File: src/rtl/logic_gates_1_if.sv
// Operand/select/result bundle for the selectable gate block.
// Latency: none; pure wiring between producer and the gate block.
// Backpressure: none; en is a sample qualifier, not a handshake.
interface logic_gates_1_if;
    logic       en;
    logic [2:0] sel;
    logic       a;
    logic       b;
    logic       c;
    logic       d;
    logic       e;
    logic       f;
    logic       y;
    logic       y_comb;
    logic       valid;

    // Driver side: supplies operands and select, observes results.
    modport master (
        output en, sel, a, b, c, d, e, f,
        input  y, y_comb, valid
    );

    // Gate block side: consumes operands, produces results.
    modport slave (
        input  en, sel, a, b, c, d, e, f,
        output y, y_comb, valid
    );
endinterface

File: src/rtl/logic_gates_1.sv
// Selectable six-input gate function with combinational and registered outputs.
// Latency: y_comb is combinational; y and valid appear one clk edge after en=1.
// Backpressure: none; en=0 simply holds y, valid reports the previous en.
module logic_gates_1 #(
    parameter logic RESET_VAL = 1'b0
) (
    input  logic             clk,
    input  logic             rst,
    logic_gates_1_if.slave   bus
);

    logic       w_y_comb;
    logic [2:0] w_ones;
    logic       r_y;
    logic       r_valid;

    // Population count of the six operands, used by the majority-style code.
    assign w_ones = {2'b00, bus.a} + {2'b00, bus.b} + {2'b00, bus.c}
                  + {2'b00, bus.d} + {2'b00, bus.e} + {2'b00, bus.f};

    // Gate function selected by sel; every code is legal, X on operands propagates.
    always_comb begin
        w_y_comb = 1'b0;
        case (bus.sel)
            3'd0: w_y_comb = (bus.a & bus.b) | (bus.c & bus.d) | (bus.e & bus.f);
            3'd1: w_y_comb = (bus.a | bus.b) & (bus.c | bus.d) & (bus.e | bus.f);
            3'd2: w_y_comb = bus.a & bus.b & bus.c & bus.d & bus.e & bus.f;
            3'd3: w_y_comb = bus.a | bus.b | bus.c | bus.d | bus.e | bus.f;
            3'd4: w_y_comb = bus.a ^ bus.b ^ bus.c ^ bus.d ^ bus.e ^ bus.f;
            3'd5: w_y_comb = ~(bus.a & bus.b & bus.c & bus.d & bus.e & bus.f);
            3'd6: w_y_comb = ~(bus.a | bus.b | bus.c | bus.d | bus.e | bus.f);
            3'd7: w_y_comb = (w_ones >= 3'd4);
            default: w_y_comb = 1'b0;
        endcase
    end

    // Result register: loads on enabled edges, holds otherwise; reset is immediate.
    always_ff @(posedge clk or posedge rst) begin
        if (rst) begin
            r_y <= RESET_VAL;
        end else if (bus.en) begin
            r_y <= w_y_comb;
        end
    end

    // valid tracks en one edge late, marking a freshly sampled y.
    always_ff @(posedge clk or posedge rst) begin
        if (rst) begin
            r_valid <= 1'b0;
        end else begin
            r_valid <= bus.en;
        end
    end

    assign bus.y_comb = w_y_comb;
    assign bus.y      = r_y;
    assign bus.valid  = r_valid;

endmodule

File: src/flat_wrapper.sv
// flat-port wrapper written by rule: the top's interface ports become plain ports
module logic_gates_1_flat 
#(
    parameter logic RESET_VAL = 1'b0
)
  (clk, rst, bus_en, bus_sel, bus_a, bus_b, bus_c, bus_d, bus_e, bus_f, bus_y, bus_y_comb, bus_valid);
  logic_gates_1_if bus_i ();
  input  logic clk;
  input  logic rst;
  input wire logic [$bits(bus_i.en)-1:0] bus_en;
  input wire logic [$bits(bus_i.sel)-1:0] bus_sel;
  input wire logic [$bits(bus_i.a)-1:0] bus_a;
  input wire logic [$bits(bus_i.b)-1:0] bus_b;
  input wire logic [$bits(bus_i.c)-1:0] bus_c;
  input wire logic [$bits(bus_i.d)-1:0] bus_d;
  input wire logic [$bits(bus_i.e)-1:0] bus_e;
  input wire logic [$bits(bus_i.f)-1:0] bus_f;
  output wire logic [$bits(bus_i.y)-1:0] bus_y;
  output wire logic [$bits(bus_i.y_comb)-1:0] bus_y_comb;
  output wire logic [$bits(bus_i.valid)-1:0] bus_valid;
  assign bus_i.en = bus_en;
  assign bus_i.sel = bus_sel;
  assign bus_i.a = bus_a;
  assign bus_i.b = bus_b;
  assign bus_i.c = bus_c;
  assign bus_i.d = bus_d;
  assign bus_i.e = bus_e;
  assign bus_i.f = bus_f;
  assign bus_y = bus_i.y;
  assign bus_y_comb = bus_i.y_comb;
  assign bus_valid = bus_i.valid;
  logic_gates_1 #(.RESET_VAL(RESET_VAL)) u_core (.clk(clk), .rst(rst), .bus(bus_i));
endmodule
File: config.mk
export PLATFORM = sky130hd
export DESIGN_NAME = logic_gates_1_flat
export DESIGN_NICKNAME = d
export VERILOG_FILES = /design/src/rtl/logic_gates_1_if.sv /design/src/rtl/logic_gates_1.sv /design/src/flat_wrapper.sv
export SDC_FILE = /design/constraint.sdc
export NUM_CORES = 1
export LEC_CHECK = 0
export ABC_AREA = 1
export CORE_AREA = 2 2 39 41
export CTS_CLUSTER_DIAMETER = 60
export DETAILED_ROUTE_END_ITERATION = 12
export DIE_AREA = 0 0 41 43
export PLACE_DENSITY = 0.63
export SLEW_MARGIN = 20
export SYNTH_ARGS = -nofsm -noshare
export SYNTH_HDL_FRONTEND = slang
export SYNTH_SLANG_ARGS = --single-unit
File: constraint.sdc
create_clock -name clk -period 4.7 [get_ports clk]
set_clock_uncertainty 0.1 [all_clocks]
set_input_delay 0.94 -clock clk [delete_from_list [all_inputs] [get_ports clk]]
set_output_delay 0.94 -clock clk [all_outputs]
set_load 0.05 [all_outputs]
* After elaboration in Yosys (flattened, before gate mapping)
Index checks and enable logic that the tools add are counted.
** Word-level totals
- Register bits after elaboration :: 2
- Bits of input ports :: 12
- Output and inout port bits :: 3
- Logic and storage cells :: 42
** Operators by class
- Add/sub/neg operators :: 5
- Eq/ne operators :: 7
- Reductions and logical operators :: 1
- Bitwise gates (word level) :: 25
- Muxes and demuxes :: 1
- $lt $le $gt $ge :: 1
** Operators by type and width (count)
- $add 3x1->3 :: 4
- $eq 3x3->1 const B :: 4
- $and 1x1->1 :: 9
- $or 1x1->1 :: 9
- $pmux 1 s8 :: 1
- $eq 3x2->1 const B :: 2
- $xor 1x1->1 :: 5
- $eq 3x1->1 const B :: 1
- $ge 3x3->1 const B :: 1
- $logic_not 3->1 :: 1
- $add 1x1->2 :: 1
- $not 1->1 :: 2

* Depth between registers and ports, before layout
Gate-level depths: netlist of run 1.
- Depth after elaboration :: 7
- Depth in mapped cells :: 16

* Least setup slack after synthesis of run 1
OpenSTA, ideal clock, no wires.
- Path kind :: input to output
- From :: input port bus_b
- To :: output port bus_y_comb
- Arrival time :: 2.675 ns
- Required time :: 3.660 ns
- Setup slack :: 0.985 ns
- Cell stages on the path :: 14
- Cell sequence :: inv_1 ha_1 inv_1 fa_1 inv_1 ha_1 nand2_1 nand2_1 a21oi_1 nor2_1 nor2_1 nand2_1 nand2_1 nand2_2
** Between the ends
- Cells in the longest elaborated chain, start to end :: 7
** Ends and longest elaborated chain
- from (decl) :: RTL line flat_wrapper.sv:13 : input wire logic [$bits(bus_i.b)-1:0] bus_b;
- $add 1x1->2, or another cell as far along :: RTL line logic_gates_1.sv:18 : assign w_ones = {2'b00, bus.a} + {2'b00, bus.b} + {2'b00, bus.c}
- $add 3x1->3, or another cell as far along :: RTL line logic_gates_1.sv:18
- $add 3x1->3, or another cell as far along (3 in a row) :: RTL line logic_gates_1.sv:19 : + {2'b00, bus.d} + {2'b00, bus.e} + {2'b00, bus.f};
- $ge 3x3->1, or another cell as far along :: RTL line logic_gates_1.sv:32 : 3'd7: w_y_comb = (w_ones >= 3'd4);
- $pmux 1 s8 * :: RTL line logic_gates_1.sv:24 : case (bus.sel)
- to (decl) :: RTL line flat_wrapper.sv:19 : output wire logic [$bits(bus_i.y_comb)-1:0] bus_y_comb;
Mark *: on every way between the ends. The rest lies on a longest branch, timed or not.

* Worst setup path after layout of run 1
Ends and elaborated chain as after synthesis.

==> load_flow_metrics.sql, run 1 <==
INSERT INTO impl_metrics (metric_group, metric, value, unit) VALUES
('status', 'status', 'finished clean', ''),
('clock_tree', 'clock_sink_count', '2', ''),
('timing', 'final_number_of_max_transition_violations', '0', ''),
('routing', 'vias', '418', ''),
('pwr', 'power.density', '205', 'nW/um^2'),
('finish', 'final_cell_count_no_fill', '96', ''),
('finish', 'drive_gt1_share', '13.8', '%'),
('timing', 'final.setup.tns', '0', 'ps'),
('routing', 'ant_nets', '0', ''),
('finish', 'syn2layout_area_growth', '49.5', '%'),
('synth', 'synth_warnings', '0', ''),
('synth', 'synth.distinct_cells', '14', ''),
('synth', 'syn_area_per_cell', '6.18', 'sq um'),
('clock_tree', 'clock_tree.htree_level_count', '1', ''),
('flow_run', 'max_cap_violations', '0', ''),
('setup_path', 'r2r_end', 'u_core.bus.y$_DFFE_PP0P_', ''),
('setup_path', 'r2r.worst_path.cells', '2', ''),
('clock_tree', 'cts-buffers-inserted', '3', ''),
('global_routing', 'grt.total_usage', '11.7', '%'),
('placement', 'dp.cells', '93', ''),
('routing', 'routedWlPerCell', '8.68', 'um'),
('finish', 'fin_nets', '99', ''),
('global_routing', 'use_met1', '13.7', '%'),
('finish', 'antenna_cells', '0', ''),
('setup_path', 'biggest_fanout_along_the_worst_timing_path', '2', ''),
('pwr', 'leakage', '0.000313', 'uW'),
('timing', 'finalSetupViolCount', '0', ''),
('placement', 'last_weighted_congestion_value_of_the_routability_driven_placer', '0.762', ''),
('setup_path', 'timing.critical_path.to', 'bus_y_comb', ''),
('global_routing', 'grt_pass1_wl', '1.40', 'mm'),
('timing', 'rsz0062_at_grt', 'no', ''),
('setup_path', 'rrSetupSlack', '3990', 'ps'),
('global_routing', 'grt_use_met3', '0', '%'),
('setup_path', 'required', '3660', 'ps'),
('floorplanning', 'initial_standard_cell_utilization_of_the_core', '28.1', '%'),
('synth', 'synth_area', '389', 'sq um'),
('clock_tree', 'cts_root_buffer', 'sky130_fd_sc_hd__clkbuf_4', ''),
('timing', 'period_minus_slack', '4410', 'ps'),
('routing', 'first_pass_iters', '4', ''),
('floorplanning', 'fp.dieW', '41', 'um'),
('synth', 'synth.yosys.seq_area_share', '12.9', '%'),
('pwr', 'vdd_drop_max', '0.0606', 'mV'),
('clock_tree', 'hold_buffers', '0', ''),
('timing', 'maxSlewHeadroom', '67.4', '%'),
('setup_path', 'timing.setup.critical_path_class', 'in2out', ''),
('worst_hold_path', 'min-delay-path-class', 'reg2reg', ''),
('clock_tree', 'worst_skew_pair.late_latency', '230', 'ps'),
('floorplanning', 'num_io_pins', '15', ''),
('timing', 'hold_ws', '396', 'ps'),
('timing', 'timing_worst_slew_pin_value', '487', 'ps'),
('synth', 'synth_seq_cells', '2', ''),
('placement', 'io_buffer_count', '14', ''),
('clock_tree', 'cts_tree', 'done', ''),
('timing', 'finalCritPeriodShare', '93.9', '%'),
('clock_tree', 'cts_setup_buffers', '0', ''),
('global_routing', 'grt_overflow_total', '0', ''),
('floorplanning', 'placementRows', '14', ''),
('synth', 'synth_fp_nets', '80', ''),
('setup_path', 'startpoint', 'bus_b', ''),
('routing', 'totalWireLength', '833', 'um'),
('floorplanning', 'core', '1380', 'sq um'),
('timing', 'fmax', '227', 'MHz'),
('global_routing', 'busiest_layer', 'met2', ''),
('timing', 'final_hold_fails', '0', ''),
('global_routing', 'grt_pass1_vias', '398', ''),
('placement', 'detailedPlacementHpwl', '714', 'um'),
('setup_path', 'cp-end-kind', 'primary output', ''),
('floorplanning', 'fp.dieH', '43', 'um'),
('clock_tree', 'post_cts_resized', '0', ''),
('global_routing', 'maximum_number_of_pins_on_one_net_before_global_route_repair', '7', ''),
('clock_tree', 'cts.reportedPaths.clkPinSlew', '30', 'ps'),
('setup_path', 'startpoint_type', 'input pin', ''),
('global_routing', 'number_of_antenna_violations_at_the_first_check_in_global_routing', '0', ''),
('clock_tree', 'cts_max_path_buffers', '2', ''),
('routing', 'via_per_inst', '4.35', ''),
('routing', 'drt-initial-drc-count', '2', ''),
('routing', 'detail_route.drc_violations', '0', ''),
('synth', 'synth_cells', '63', ''),
('setup_path', 'arrival', '3370', 'ps'),
('floorplanning', 'die-area', '1760', 'sq um'),
('setup_path', 'r2r_start', 'u_core.bus.y$_DFFE_PP0P_', ''),
('global_routing', 'use_met2', '18.4', '%');
-- how the worst min path moves through the flow --
stage	slack, ps	startpoint	cells after the start	endpoint
3_3_place_gp	370	u_core.bus.y$_DFFE_PP0P_	2	u_core.bus.y$_DFFE_PP0P_
5_1_grt	440	u_core.bus.y$_DFFE_PP0P_	2	u_core.bus.y$_DFFE_PP0P_
6_report	400	u_core.bus.y$_DFFE_PP0P_	2	u_core.bus.y$_DFFE_PP0P_
3_5_place_dp	390	u_core.bus.y$_DFFE_PP0P_	2	u_core.bus.y$_DFFE_PP0P_
4_1_cts	400	u_core.bus.y$_DFFE_PP0P_	2	u_core.bus.y$_DFFE_PP0P_
2_1_floorplan	580	rst	1	u_core.bus.valid$_DFF_PP0_
-- layout make-up --
cell class	count	area [sq um]
clock buffer	3	22.5
timing repair buffer	14	150
multi-input combinational	44	275
sequential	2	50.0
fill	157	802
inverter	17	63.8
tap	16	20.0
-- worst max-delay path, cell delays in order --
cell,delay [ps]
sky130_fd_sc_hd__clkdlybuf4s50_1,480
sky130_fd_sc_hd__inv_1,50
sky130_fd_sc_hd__ha_1,280
sky130_fd_sc_hd__inv_1,60
sky130_fd_sc_hd__fa_1,470
sky130_fd_sc_hd__inv_1,40
sky130_fd_sc_hd__ha_1,260
sky130_fd_sc_hd__nand2_1,60
sky130_fd_sc_hd__nand2_1,40
sky130_fd_sc_hd__a21oi_1,150
sky130_fd_sc_hd__nor2_1,60
sky130_fd_sc_hd__nor2_1,110
sky130_fd_sc_hd__nand2_1,60
sky130_fd_sc_hd__nand2_1,70
sky130_fd_sc_hd__nand2_2,80
sky130_fd_sc_hd__buf_12,160
-- cell usage in the layout (no fill, tap or decap) --
cell type,synthesis,routed
sky130_fd_sc_hd__clkdlybuf4s50_1,0,13
sky130_fd_sc_hd__clkbuf_4,0,3
sky130_fd_sc_hd__inv_1,16,16
sky130_fd_sc_hd__nand2_2,4,4
sky130_fd_sc_hd__buf_12,0,1
sky130_fd_sc_hd__fa_1,1,1
sky130_fd_sc_hd__nand3_1,7,7
sky130_fd_sc_hd__nand2_1,14,14
sky130_fd_sc_hd__o21bai_1,1,1
sky130_fd_sc_hd__nor2_1,6,6
sky130_fd_sc_hd__o311ai_4,1,1
sky130_fd_sc_hd__nor2_2,1,1
sky130_fd_sc_hd__a21oi_1,1,1
sky130_fd_sc_hd__dfrtp_1,2,2
sky130_fd_sc_hd__ha_1,4,4
sky130_fd_sc_hd__nand4_1,4,4
sky130_fd_sc_hd__inv_2,1,1
-- sequential cells by signal, indices dropped and copies added (netlist names) --
name and count:
u_core.bus.valid 1, u_core.bus.y 1
-- logic make-up (layout without fill, tap and decap cells) --
family | after synthesis | in the layout | share of synthesized area [%]
and+or+nand+nor | 36 | 36 | 42.8
adders and majority gates | 5 | 5 | 18.0
buffers and inverters | 17 | 34 | 16.4
DFF | 2 | 2 | 12.9
AOI/OAI and AO/OA | 3 | 3 | 9.97
-- power breakdown --
group	total [uW]	internal (uW)	leakage (uW)	switching (uW)
Combinational	59.8	26.4	0.000276	33.4
Sequential	19.7	19.0	0.0000238	0.711
Clock	39.8	28.3	0.0000138	11.5
Total	119	73.6	0.000313	45.6
-- cell usage after synthesis --
| cell | n | area (sq um) |
|---|---|---|
| sky130_fd_sc_hd__a21oi_1 | 1 | 5.00 |
| sky130_fd_sc_hd__o311ai_4 | 1 | 26.3 |
| sky130_fd_sc_hd__dfrtp_1 | 2 | 50.1 |
| sky130_fd_sc_hd__ha_1 | 4 | 50.1 |
| sky130_fd_sc_hd__inv_2 | 1 | 3.75 |
| sky130_fd_sc_hd__nand2_2 | 4 | 25.0 |
| sky130_fd_sc_hd__nand4_1 | 4 | 25.0 |
| sky130_fd_sc_hd__nor2_1 | 6 | 22.5 |
| sky130_fd_sc_hd__inv_1 | 16 | 60.1 |
| sky130_fd_sc_hd__nor2_2 | 1 | 6.26 |
| sky130_fd_sc_hd__fa_1 | 1 | 20.0 |
| sky130_fd_sc_hd__o21bai_1 | 1 | 7.51 |
| sky130_fd_sc_hd__nand2_1 | 14 | 52.6 |
| sky130_fd_sc_hd__nand3_1 | 7 | 35.0 |
-- per-stage QoR --
stage / utilization [%] / setup WS (ps) / area [sq um] / total power (uW)
finish: 42.0 / 289 / 582 / 119
global route: 42.0 / 83.3 / 582 / 130
CTS: 42.0 / 267 / 582 / 121
detailed placement: 40.4 / 271 / 559 / 80.2
global placement: 40.4 / 269 / 559 / 79.6
floorplan: - / 985 / 389 / 55.4
-- per-layer routing --
metal | vias to the layer above | wire length [um]
li1 | 231 | -
met1 | 172 | 353
met2 | 13 | 402
met3 | 2 | 62
met4 | 0 | 14
met5 | - | 0
(Power assumes the default switching activity.)
==> run 2, diff against run 1 <==
- CTS_CLUSTER_DIAMETER: 60 -> 150
- GPL_ROUTABILITY_DRIVEN: default -> 0
==> results of run 2 <==
No change in the layout: final DEF, timing and power equal those of run 1.
